--- config.mk ---
export PLATFORM = sky130hd
export DESIGN_NAME = sram_controller
export DESIGN_NICKNAME = d
export VERILOG_FILES = /design/src/rtl/sram_controller.sv
export SDC_FILE = /design/constraint.sdc
export NUM_CORES = 1
export LEC_CHECK = 0
export ABC_AREA = 1
export CAP_MARGIN = 40
export CORE_ASPECT_RATIO = 0.8
export CORE_UTILIZATION = 40
export CTS_CLUSTER_DIAMETER = 40
export CTS_CLUSTER_SIZE = 30
export DETAILED_ROUTE_END_ITERATION = 10
export PLACE_DENSITY = 0.8
export SYNTH_ARGS = -nofsm -noshare
export SYNTH_HDL_FRONTEND = slang
export SYNTH_SLANG_ARGS = --single-unit
--- constraint.sdc ---
create_clock -name clk -period 2.72 [get_ports clk]
set_input_delay 0.544 -clock clk [delete_from_list [all_inputs] [get_ports clk]]
set_output_delay 0.544 -clock clk [all_outputs]
set_load 0.005 [all_outputs]
--- src/rtl/sram_controller.sv ---
// Bridges a single-cycle 32-bit data-memory request onto a 16-bit asynchronous SRAM,
// splitting each access into a low and a high half-word transaction and freezing the pipeline meanwhile.
module sram_controller #(
    parameter int WAIT_CYCLES = 2,
    parameter int DATA_BASE   = 1024
) (
    input  logic        clk,
    input  logic        rst,
    input  logic        mem_r_en,
    input  logic        mem_w_en,
    input  logic [31:0] address,
    input  logic [31:0] write_data,
    output logic [31:0] read_data,
    output logic        ready,
    output logic [17:0] sram_addr,
    output logic [15:0] sram_dq_o,
    output logic        sram_dq_oe,
    input  logic [15:0] sram_dq_i,
    output logic        sram_we_n
);

    localparam int CW = (WAIT_CYCLES > 1) ? $clog2(WAIT_CYCLES) : 1;

    typedef enum logic [1:0] {IDLE, LOW, HIGH, DONE} state_t;

    state_t        state;
    logic [CW-1:0] cnt;
    logic          is_wr;
    logic          last;
    logic [16:0]   hw_idx;

    // Word index inside the SRAM window; byte offset bits are dropped by the shift.
    assign hw_idx = 17'((address - 32'(DATA_BASE)) >> 2);
    assign last   = (cnt == CW'(WAIT_CYCLES - 1));
    assign ready  = (state == DONE) | ((state == IDLE) & ~mem_r_en & ~mem_w_en);

    always_ff @(posedge clk) begin
        if (rst) begin
            state      <= IDLE;
            cnt        <= '0;
            is_wr      <= 1'b0;
            read_data  <= '0;
            sram_we_n  <= 1'b1;
            sram_dq_oe <= 1'b0;
            sram_addr  <= '0;
            sram_dq_o  <= '0;
        end else begin
            case (state)
                IDLE: begin
                    if (mem_r_en | mem_w_en) begin
                        state      <= LOW;
                        cnt        <= '0;
                        // Write wins when both enables are raised together.
                        is_wr      <= mem_w_en;
                        sram_addr  <= {hw_idx, 1'b0};
                        sram_we_n  <= ~mem_w_en;
                        sram_dq_oe <= mem_w_en;
                        sram_dq_o  <= mem_w_en ? write_data[15:0] : 16'h0000;
                    end
                end
                LOW: begin
                    if (last) begin
                        cnt       <= '0;
                        state     <= HIGH;
                        sram_addr <= {hw_idx, 1'b1};
                        sram_dq_o <= is_wr ? write_data[31:16] : 16'h0000;
                        if (!is_wr) read_data[15:0] <= sram_dq_i;
                    end else begin
                        cnt <= cnt + CW'(1);
                    end
                end
                HIGH: begin
                    if (last) begin
                        cnt        <= '0;
                        state      <= DONE;
                        sram_addr  <= '0;
                        sram_dq_o  <= '0;
                        sram_we_n  <= 1'b1;
                        sram_dq_oe <= 1'b0;
                        if (!is_wr) read_data[31:16] <= sram_dq_i;
                    end else begin
                        cnt <= cnt + CW'(1);
                    end
                end
                default: begin
                    state <= IDLE;
                end
            endcase
        end
    end

endmodule

==> impl_results.md <==
* Top-count cell post-synth: nand2_1
* Multi-input combinational cell area at 1370 sq um
* Final hold vios at 0
* Worst setup path class: input pin to output port
* DRT Pass-1 Iters at 4
* Crit-path most repeated cell: clkdlybuf4s50_1
* Largest net degree at the start of global routing at 38
* Crit. path cell count at 6
* Post-Place Worst Slack at 0.182 ns
* Routability congestion estimate at 0.840
* Crit path max fanout at 4
* Max-Cap Viols at 0
* Placement Rows at 28
* Post-CTS setup repair buffer count at 0
* Async S/R FF share, synth at 0%
* Slew at the pin closest to its max-slew limit at 0.505 ns
* Critical Path Slowest Stage Cell: clkdlybuf4s50_1
* Seq cells post-synth at 72
* Final WL at 8590 um
* R2r startpoint: state[1]
* Worst reg-to-reg path cell count at 7
* RSZ-0062 raised after global routing: no
* Hpwl dp at 6310 um
* Top cells by area, synth: dfxtp_1 (46%), nand2_1 (13%), a21oi_1 (11%), o21ai_0 (8.2%), inv_1 (5.9%)
* WP buf/inv at 4
* Total grt overflow at 0
* Nets@finish at 651
* DRT iter0 DRCs at 82
* Residual DRC at 0
* Die area at 8150 sq um
* Share of layout cells above drive strength 1 at 5.66%
* Max H-tree Level at 3
* Relative slew slack at 66.3%
* Data arrival, critical path at 2.01 ns
* Core ar. at 7460 sq um
* Post-synthesis cell area at 3120 sq um
* Fmax at 0.391 GHz
* Hold Path Class: flip-flop to flip-flop
* First-pass GRT wire length at 13600 um
* CP Cell Sequence: clkdlybuf4s50_1, inv_2, nand3_2, inv_1, or2_2, clkdlybuf4s50_1
* Die height at 81.0 um
* GRT Resource Usage Total at 21.7%
* Family with the most delay on the worst path: buffers and inverters
* IO Port Bufs at 137
* I/O pin cnt at 153
* Yosys cell types at 27
* Storage cell area at 1440 sq um
* ANT cells at 0
* Synth Instances at 429
* Vias in the first global route at 2962
* Post-synth EDFFs at 0
* Final Max Tran Viols at 0
* Worst-Skew Late Latency at 0.35 ns
* Hold EP: read_data[3]
* Yosys warning count at 0
* Cell taking the most area after synthesis: dfxtp_1
* Crit end category: output port
* Clk_skew at 0.0117 ns
* Fin Setup TNS at 0 ns
* Post-synth top area share at 46.2%
* Filler Cell Count at 681
* RR Endpoint: sram_addr[15]
* Min Tclk post-route at 2.56 ns
* Num Clock Sinks at 72
* Mean Syn Cell Area at 7.27 sq um
* Setup WS post-layout at 0.164 ns
* Leading cell types by count after synthesis: nand2_1 (106), dfxtp_1 (72), a21oi_1 (70), o21ai_0 (51), inv_1 (49)
* Starting Density at 41.8%
* Top_reg_cell synth: dfxtp_1
* DR vias at 3226
* Antenna violations before repair at 0
* Antenna-violating nets left at 0
* Reg2reg setup slack at 0.68 ns
* Min-delay src: read_data[3]
* Area added between synthesis and finish at 53.7%
* Hold Crit Depth at 2
* Total CTS buffers at 9
* Leakage power at 1.79 nW
* Syn_nets at 520
* Clk buf depth at 2
* CP Launch Type: input pin
* Via/cell ratio at 4.81
* Final setup violation count at 0
* Clk slew on worst S/H paths at 0.07 ns
* Worst EP required at 2.18 ns
* Final Cycle Share at 94.0%
* WL/cell at 12.8 um
* Status: finished, final reports clean
* Sequential-to-total area share from yosys stat at 46.2%
* Max VDD drop at 0.611 mV
* Root buf cell: clkbuf_8
* Max incr delay on CP at 0.50 ns
* TritonCTS clock tree: built
* Power Dens Cells at 886 nW/um^2
* Die width at 101 um
cell type report:
class	instances	area share, %
Tap cell	105	2.74
Sequential cell	72	30.1
Multi-Input combinational cell	281	28.5
Clock buffer	11	3.16
Clock inverter	5	1.65
Inverter	52	4.07
Timing Repair Buffer	144	29.7
cell usage in the layout (no fill, tap or decap), types with 6 or more instances in the layout:
cell             count
clkdlybuf4s50_1    137
nand2_1            106
dfxtp_1             71
a21oi_1             70
o21ai_0             51
inv_1               49
nand3_1             20
nor2_1              13
clkbuf_8            11
buf_4                7
ha_1                 6
through the flow:
step / hold slack (ns) / area (sq um) / power (mW) / utilization [%] / cells
after floorplan: 0.440 / 3120 / 2.56 / - / 429
after global placement: 0.431 / 4560 / 3.25 / 61.1 / 654
after detailed placement: 0.434 / 4560 / 3.30 / 61.1 / 654
after CTS: 0.445 / 4790 / 4.27 / 64.2 / 670
after global routing: 0.464 / 4790 / 4.54 / 64.2 / 670
final: 0.443 / 4790 / 4.24 / 64.2 / 670
sequential cells by signal, indices dropped and copies added (netlist names):
| name | count |
|---|---|
| read_data | 32 |
| sram_addr | 18 |
| sram_dq_o | 16 |
| state | 2 |
| cnt | 1 |
| is_wr | 1 |
| sram_dq_oe | 1 |
| sram_we_n | 1 |
tightest hold or removal path, stage by stage, from the launching register on:
cell	delay (ns)
dfxtp_1	0.31
inv_1	0.04
a21oi_1	0.05
routing by layer:
layer  share of wire (%)  wire length, um  vias to the layer above  GRT usage, %
met5                   0                0                        -             0
met3                 3.1              266                       16          4.91
met4                 2.1              180                        0          9.42
met2                  51             4410                       81          39.8
li1                    -                -                     1637             -
met1                  43             3730                     1492          24.3
report_power, final:
| part | leakage (nW) | internal [mW] | switching (mW) | total (mW) |
|---|---|---|---|---|
| clock network | 0.119 | 0.565 | 0.397 | 0.962 |
| logic | 1.09 | 0.819 | 1.03 | 1.85 |
| registers | 0.587 | 1.30 | 0.132 | 1.43 |
logic make-up (layout without fill, tap and decap cells):
group                    after synthesis  count (layout)  synth area share (%)
AND/OR/NAND/NOR                      145             145                  19.4
flip-flops                            72              72                  46.2
buffers and inverters                 76             212                  9.99
XOR/XNOR                               3               3                 0.843
AO/OA/AOI/OAI                        126             126                  20.7
adder cells (fa/ha/maj)                7               7                  2.81
worst max-delay path by stage:
stage | startpoint | endpoint | slack, ns
floorplan | state[0] | ready | 1.01
CTS | state[0] | ready | 0.07
finish | mem_w_en | ready | 0.16
global placement | mem_w_en | ready | 0.18
global route | state[1] | ready | 0.03
detailed placement | mem_w_en | ready | 0.18
what timing repair did:
| action | in CTS | in global routing |
|---|---|---|
| endpoints found under the setup margin | 0 | 1 |
| hold buffers | 0 | 0 |
| gates resized for setup | 0 | 2 |
Power figures use the tool's default switching activity.
